File: src/rtl/demux1x2_4bit_buf.sv
// 1-to-2 demultiplexer routing 4-bit words into two independent 2-entry FIFOs.
// Each channel presents its head word with a valid/ready handshake and reports occupancy.
module demux1x2_4bit_buf (
  input  logic       clk,
  input  logic       reset,
  input  logic [3:0] in_data,
  input  logic       in_sel,
  input  logic       in_valid,
  output logic       in_ready,
  output logic [3:0] out0_data,
  output logic       out0_valid,
  input  logic       out0_ready,
  output logic [3:0] out1_data,
  output logic       out1_valid,
  input  logic       out1_ready,
  output logic [1:0] occ0,
  output logic [1:0] occ1
);

  logic [1:0]      ch_ready;
  logic [1:0]      ch_blocked;
  logic [1:0]      ch_valid;
  logic [1:0][3:0] ch_data;
  logic [1:0][1:0] ch_occ;

  assign ch_ready = {out1_ready, out0_ready};

  // A full channel still accepts when it pops in the same cycle.
  assign in_ready = !reset && !ch_blocked[in_sel];

  for (genvar g = 0; g < 2; g++) begin : g_ch
    localparam logic SEL = 1'(g);

    logic [3:0] mem_q [2];
    logic [3:0] mem_d [2];
    logic       wptr_q, wptr_d;
    logic       rptr_q, rptr_d;
    logic [1:0] occ_q, occ_d;
    logic       push, pop;

    assign pop           = (occ_q != '0) && ch_ready[g];
    assign push          = in_valid && in_ready && (in_sel == SEL);
    assign ch_blocked[g] = (occ_q == 2'd2) && !pop;

    always_comb begin
      mem_d  = mem_q;
      wptr_d = wptr_q;
      rptr_d = rptr_q;
      occ_d  = occ_q;
      if (push) begin
        mem_d[wptr_q] = in_data;
        wptr_d        = ~wptr_q;
      end
      if (pop) begin
        rptr_d = ~rptr_q;
      end
      occ_d = occ_q + {1'b0, push} - {1'b0, pop};
    end

    always_ff @(posedge clk) begin
      if (reset) begin
        mem_q  <= '{default: '0};
        wptr_q <= 1'b0;
        rptr_q <= 1'b0;
        occ_q  <= '0;
      end else begin
        mem_q  <= mem_d;
        wptr_q <= wptr_d;
        rptr_q <= rptr_d;
        occ_q  <= occ_d;
      end
    end

    assign ch_valid[g] = (occ_q != '0);
    assign ch_data[g]  = (occ_q != '0) ? mem_q[rptr_q] : '0;
    assign ch_occ[g]   = occ_q;
  end

  assign out0_data  = ch_data[0];
  assign out0_valid = ch_valid[0];
  assign out1_data  = ch_data[1];
  assign out1_valid = ch_valid[1];
  assign occ0       = ch_occ[0];
  assign occ1       = ch_occ[1];

endmodule

File: config.mk
export PLATFORM = sky130hd
export DESIGN_NAME = demux1x2_4bit_buf
export DESIGN_NICKNAME = d
export VERILOG_FILES = /design/src/rtl/demux1x2_4bit_buf.sv
export SDC_FILE = /design/constraint.sdc
export NUM_CORES = 1
export LEC_CHECK = 0
export ABC_AREA = 0
export CORE_UTILIZATION = 50
export CTS_CLUSTER_DIAMETER = 100
export DETAILED_ROUTE_END_ITERATION = 7
export PLACE_DENSITY = 0.78
export SLEW_MARGIN = 20
export SYNTH_ARGS = -nofsm -noshare
export SYNTH_HDL_FRONTEND = slang
export SYNTH_SLANG_ARGS = --single-unit
export TNS_END_PERCENT = 30
File: constraint.sdc
create_clock -name clk -period 2.6 [get_ports clk]
set_input_delay 0.78 -clock clk [delete_from_list [all_inputs] [get_ports clk]]
set_output_delay 0.78 -clock clk [all_outputs]
set_load 0.05 [all_outputs]
==> results of run 1 <==
report_power, final:
part	leakage [uW]	switching (uW)	internal [uW]
Combinational	0.000442	386	240
Sequential	0.000195	80.9	417
Clock	0.0000210	110	85.5
Total	0.000658	578	742
worst register-to-register path, cell delays in order (launching register included):
cell and delay [ns]:
dfxtp_1 0.49, nor3b_4 0.08, or4b_4 0.49, ha_1 0.29, inv_1 0.04, ha_1 0.18
xor2_1 0.15, and2_2 0.18, nor3_1 0.12
state kept, by name (all words and copies together), names as in the netlist:
signal       count
occ1             2
g_ch.rptr_q      2
occ0             2
g_ch.mem_q      16
g_ch.wptr_q      2
logic make-up (layout without fill, tap and decap cells):
group                      after synthesis  in the layout  share of synthesized area, %
and+or+nand+nor                         53             53                          27.7
AOI/OAI and AO/OA                       37             37                          15.4
buffers and inverters                   14             44                          5.74
muxes                                    8              8                          6.34
DFF                                     24             24                          38.0
adders and majority gates                4              4                          3.96
xor gates and xnor gates                 4              4                          2.77
worst max-delay path by stage:
stage | from | endpoint | slack (ns)
after floorplan | in_sel | occ0[1] | 0.15
after global placement | out0_ready | in_ready | -0.33
after detailed placement | out0_ready | in_ready | -0.35
after CTS | out1_ready | in_ready | -0.007
after global routing | out0_ready | in_ready | 0.009
final | reset | in_ready | 0.05
metrics by stage:
step | total power (uW) | hold WS [ns] | std cells | setup WS [ns]
floorplan | 926 | 0.453 | 144 | 0.154
global placement | 1110 | 0.461 | 197 | -0.332
detailed placement | 1130 | 0.466 | 197 | -0.350
CTS | 1320 | 0.485 | 202 | -0.00704
global route | 1400 | 0.508 | 202 | 0.00904
finish | 1320 | 0.486 | 202 | 0.0474
synth_stat cells:
cell	instances	area [um^2]
nand3_1	16	80.1
nor2b_1	3	18.8
xor2_1	4	35.0
buf_6	2	22.5
and4b_1	1	10.0
and2b_2	1	8.76
nor4b_2	1	15.0
or4b_1	1	10.0
or3b_1	1	8.76
nor3_1	2	10.0
and2_2	1	7.51
a22o_1	2	17.5
nand4bb_1	2	22.5
ha_1	4	50.1
nor3b_2	1	12.5
buf_2	1	5.00
and2_1	1	6.26
nor2_1	15	56.3
nor3b_4	1	18.8
nand4b_1	2	17.5
a21oi_1	16	80.1
o21ai_0	18	90.1
mux2i_1	8	80.1
or3b_2	1	8.76
or4b_4	1	13.8
inv_1	6	22.5
and4bb_2	2	25.0
dfxtp_1	24	480
buf_4	1	7.51
clkbuf_1	4	15.0
a211oi_1	1	7.51
area by class of cell:
class	instances	area, um^2
clock buffers	4	36.3
fillers	190	668
inverters	6	22.5
multi-input cells	106	739
flip-flops and latches	24	480
well taps	28	35.0
repair buffers	34	315
per-layer routing:
layer	track usage, %	part of all wire (%)
met1	30.2	46
met3	3.48	4.8
met2	40.8	48
met5	0	0
met4	7.89	0.69
repair_timing:
action,in CTS,in global routing
pin swaps,0,1
endpoints found under the setup margin,3,2
buffers inserted,1,0
gates resized for setup,7,5
==> impl_metrics.py, run 1 <==
metrics = {
    "setup_path": {
        "cp_max_fo": 19,
        "crit_type": "in -> out",
        "startpoint_type": "primary input",
        "cp_slowest_stage_delay_ns": 0.44,
        "cp.depth": 4,
        "cp_top_family": "buffers and inverters",
        "r2r-end": "occ0[1]",
        "r2r_start": "occ0[0]",
        "crit_arrival_ns": 1.77,
        "critical_path_required_ns": 1.82,
        "ff2ff_path_depth": 8,
        "cp_slowest_cell": "clkdlybuf4s50_1",
        "cp_cell_sequence": "clkdlybuf4s50_1 -> buf_6 -> a211oi_4 -> buf_12",
        "end_kind": "primary output",
        "crit_buf_inv": 3,
        "rrSetupSlack_ns": 0.52,
    },
    "logic_synthesis": {
        "synth_cell_type_count": 31,
        "syn_area_um2": 1260,
        "syn_inst": 144,
        "ys_ff_latch": 24,
        "synth_area_per_cell_um2": 8.78,
        "ys_seq_area_share_pct": 38.0,
        "syn_nets": 158,
        "ys_warn_count": 0,
    },
    "finish": {
        "nNetsFinal": 189,
        "finalInstanceArea_um2": 1630,
        "final_common_cell": "dfxtp_1",
        "layout-drive-gt1-share_pct": 19.5,
        "antenna_cells": 0,
        "final_cell_mix": "24 x dfxtp_1, 18 x o21ai_0, 16 x nand3_1, 16 x a21oi_1, 16 x buf_4",
        "utilization_pct": 70.9,
        "syn_to_final_growth_pct": 28.9,
    },
    "floorplanning": {
        "die_area_um2": 2730,
        "die_height_um": 52.3,
        "pin_count": 25,
        "rows": 17,
        "fp.dieW_um": 52.3,
        "start_util_pct": 55.0,
        "core_area_um2": 2300,
    },
    "sta": {
        "fin_tns_setup_ns": 0,
        "worst_pin_slew_ns": 0.513,
        "period_minus_slack_ns": 2.55,
        "min_period_over_period_pct": 98.2,
        "setup_violations": 0,
        "hold_viol": 0,
        "fin_worst_skew_ns": 0.00417,
        "slew_headroom_pct": 65.7,
        "timing.final.max_slew_violations": 0,
        "rsz0062_at_grt": "no",
        "max_freq_mhz": 392,
    },
    "detailed_routing": {
        "drc": 0,
        "ant_nets": 0,
        "wirelength_mm": 2.88,
        "vias": 1177,
        "dr.first_iter.drc_count": 35,
        "wire_per_inst_um": 14.3,
        "firstDrtPassIters": 4,
        "viasPerCell": 5.83,
    },
    "global_route": {
        "gr-usage-all-layers_pct": 23.8,
        "antenna_found_initial": 0,
        "grt-ovfl-total": 0,
        "grt_pass1_vias": 1097,
        "grt_start_max_net_pins": 20,
        "grt_pass1_wl_mm": 4.78,
    },
    "min_path": {
        "min-delay-start": "g_ch[1].mem_q[4]",
        "hold_path_depth": 2,
        "holdPathEnd": "g_ch[1].mem_q[4]",
        "hold_path_class": "reg -> reg",
    },
    "placed_design": {
        "place_area_um2": 1560,
        "portBuffers": 24,
        "hpwlAfterDp_mm": 2.10,
        "gp_congestion": 0.766,
    },
    "cts": {
        "cts.sinks": 24,
        "clk_pin_slew_ns": 0.13,
        "htreeDepth": 1,
        "cts-root-buf": "clkbuf_4",
        "cts_tree": "yes",
        "postCtsHoldBufs": 0,
        "clock_latency_ns": 0.31,
        "cts_inserted_buffers": 3,
        "clock_path_buffers": 2,
    },
    "pwr": {
        "powerDensity_nw_per_um2": 810,
        "ir_worst_vdd_mv": 0.840,
        "cellLeakagePower_uw": 0.000658,
    },
    "run": {
        "cap_viol_max_count": 0,
    },
    "outcome": {
        "status": "finished clean",
    },
}
No activity file was read; power rests on OpenSTA's default activity.
==> run 2: changes to the inputs <==
--- a/config.mk
+++ b/config.mk
@@ -6,10 +6,12 @@
 export NUM_CORES = 1
 export LEC_CHECK = 0
 export ABC_AREA = 0
-export CORE_UTILIZATION = 50
+export CORE_UTILIZATION = 53
+export CTS_BUF_LIST = sky130_fd_sc_hd__clkbuf_2 sky130_fd_sc_hd__clkbuf_4 sky130_fd_sc_hd__clkbuf_8
 export CTS_CLUSTER_DIAMETER = 100
 export DETAILED_ROUTE_END_ITERATION = 7
-export PLACE_DENSITY = 0.78
+export PLACE_DENSITY = 0.82
+export SKIP_LAST_GASP = 1
 export SLEW_MARGIN = 20
 export SYNTH_ARGS = -nofsm -noshare
 export SYNTH_HDL_FRONTEND = slang
==> run 2 against run 1 <==
Against the previous run: setup slack got worse by 0.018 ns; register-to-register slack hardly changed; sequential cell count stayed put; critical endpoint unchanged; final cell count grew 0.99%.
==> impl_metrics.py, run 2 (synthesis results as in run 1) <==
metrics = {
    "cts": {
        "cts_tree": "yes",
        "cts-root-buf": "clkbuf_4",
        "cts_inserted_buffers": 3,
        "cts.sinks": 24,
        "clock_latency_ns": 0.31,
        "clock_path_buffers": 2,
        "postCtsHoldBufs": 0,
        "htreeDepth": 1,
        "clk_pin_slew_ns": 0.13,
    },
    "pwr": {
        "combPwrFrac_pct": 48.5,
        "cellLeakagePower_uw": 0.000655,
        "switching_share_pct": 43.1,
        "powerDensity_nw_per_um2": 825,
        "p_int_uw": 765,
        "power.switching_uw": 580,
        "power.share.sequential_pct": 36.8,
        "clock_power_share_pct": 14.7,
        "ir_worst_vdd_mv": 0.846,
    },
    "finish": {
        "nFillCells": 188,
        "syn_to_final_growth_pct": 29.0,
        "multi_input_area_um2": 733,
        "antenna_cells": 0,
        "final_cell_mix": "24 x dfxtp_1, 19 x buf_4, 18 x o21ai_0",
        "layout-drive-gt1-share_pct": 20.5,
        "largest-register": "g_ch.mem_q",
        "seq_area_um2": 480,
        "utilization_pct": 73.0,
        "nNetsFinal": 191,
        "final_common_cell": "dfxtp_1",
        "largest_reg_flops": 16,
    },
    "global_route": {
        "grt_pass1_wl_mm": 4.71,
        "grt_pass1_vias": 1043,
        "grtUsageMet1_pct": 30.9,
        "grt-ovfl-total": 0,
        "met2_usage_pct": 41.1,
        "grt_use_met3_pct": 3.87,
        "antenna_found_initial": 0,
        "gr-usage-all-layers_pct": 24.0,
        "grt_start_max_net_pins": 28,
        "busiest_layer": "met2",
    },
    "detailed_routing": {
        "firstDrtPassIters": 4,
        "vias": 1179,
        "viasPerCell": 5.78,
        "ant_nets": 0,
        "wire_per_inst_um": 14.1,
        "drc": 0,
        "dr.first_iter.drc_count": 29,
        "wirelength_mm": 2.88,
    },
    "sta": {
        "fin_worst_skew_ns": 0.00299,
        "min_period_over_period_pct": 98.9,
        "setup_violations": 0,
        "max_freq_mhz": 389,
        "hold_viol": 0,
        "slew_headroom_pct": 65.9,
        "worst_pin_slew_ns": 0.510,
        "rsz0062_at_grt": "yes",
        "timing.final.max_slew_violations": 0,
        "period_minus_slack_ns": 2.57,
        "fin_ws_ns": 0.0292,
    },
    "setup_path": {
        "cp_slowest_cell": "or3b_4",
        "crit_type": "in -> out",
        "crit_end": "in_ready",
        "cp_max_fo": 3,
        "crit_arrival_ns": 1.79,
        "cp_top_family": "simple AND/OR/NAND/NOR gates",
        "end_kind": "primary output",
        "cp-startpoint": "out0_ready",
        "ff2ff_path_depth": 8,
        "cp_slowest_stage_delay_ns": 0.40,
        "cp.depth": 5,
        "crit_buf_inv": 2,
        "startpoint_type": "primary input",
        "critical_path_required_ns": 1.82,
        "rrSetupSlack_ns": 0.51,
        "r2r-end": "occ0[1]",
        "cp_cell_sequence": "dlygate4sd2_1 -> or3b_4 -> nor2_4 -> a211oi_4 -> buf_12",
        "r2r_start": "occ0[0]",
    },
    "outcome": {
        "status": "finished clean",
    },
    "placed_design": {
        "portBuffers": 24,
        "hpwlAfterDp_mm": 2.11,
        "gp_congestion": 0.860,
        "place_ws_ns": -0.341,
    },
    "run": {
        "cap_viol_max_count": 0,
    },
    "floorplanning": {
        "start_util_pct": 56.6,
        "core_area_um2": 2230,
        "die_area_um2": 2580,
        "pin_count": 25,
        "die_height_um": 50.8,
        "fp.dieW_um": 50.8,
        "rows": 17,
    },
    "min_path": {
        "hold_path_class": "reg -> reg",
    },
}
run 2: cell count changes in the layout (fill, tap and decap cells not counted), sizes merged:
cell           previous run  this run
dlygate4sd2               2         3
buf                      19        21
clkdlybuf4s50            10        11
clkdlybuf4s15             1         0
dlymetal6s2s              2         1
run 2: worst min-delay path by stage:
stage	start	endpoint	slack (ns)	cells after the start
floorplan	g_ch[0].mem_q[4]	g_ch[0].mem_q[4]	0.45	2
global placement	g_ch[0].mem_q[3]	g_ch[0].mem_q[3]	0.46	2
detailed placement	g_ch[0].mem_q[3]	g_ch[0].mem_q[3]	0.47	2
CTS	g_ch[0].mem_q[3]	g_ch[0].mem_q[3]	0.49	2
global route	g_ch[0].mem_q[5]	g_ch[0].mem_q[5]	0.51	2
finish	g_ch[0].mem_q[3]	g_ch[0].mem_q[3]	0.49	2
run 2: layout make-up:
| class | instances | area share, % |
|---|---|---|
| clock buffers | 4 | 2.23 |
| inverters | 6 | 1.38 |
| multi-input cells | 106 | 45.0 |
| flip-flops and latches | 24 | 29.5 |
| well taps | 28 | 2.15 |
| repair buffers | 36 | 19.8 |
run 2: stage by stage:
stage	cell area (um^2)	TNS (ns)	power (uW)	hold WS, ns	std cells
5_1_grt	1630	-0.0532	1420	0.514	204
3_5_place_dp	1570	-0.842	1150	0.467	199
4_1_cts	1630	0	1350	0.485	204
2_1_floorplan	1280	0	926	0.453	144
3_3_place_gp	1570	-0.729	1130	0.463	199
6_report	1630	0	1340	0.486	204
run 2: tightest hold or removal path, delay by kind of cell (launching register included):
kind,cells,cell delay (ns)
flip-flops,1,0.33
AO/OA/AOI/OAI,2,0.12
run 2: what timing repair did:
| action | in CTS | in global routing |
|---|---|---|
| setup endpoints to repair | 1 | 3 |
| setup buffers | 1 | 0 |
| gates resized for setup | 7 | 1 |
| endpoints found under the hold margin | 0 | 0 |
run 2: layer usage:
| metal | part of all wire [%] | wire, um | up-vias |
|---|---|---|---|
| met5 | 0 | 0 | - |
| met4 | 1.2 | 34 | 0 |
| met3 | 3.3 | 95 | 6 |
| met2 | 52 | 1480 | 29 |
| met1 | 44 | 1260 | 563 |
| li1 | - | - | 581 |
run 2: power groups by stage:
stage / Combinational, uW / Sequential [uW] / Clock [uW]
3_5_place_dp: 646 / 504 / 0
5_1_grt: 696 / 507 / 218
6_report: 652 / 495 / 197
3_3_place_gp: 632 / 497 / 0
4_1_cts: 654 / 495 / 206
2_1_floorplan: 370 / 556 / 0
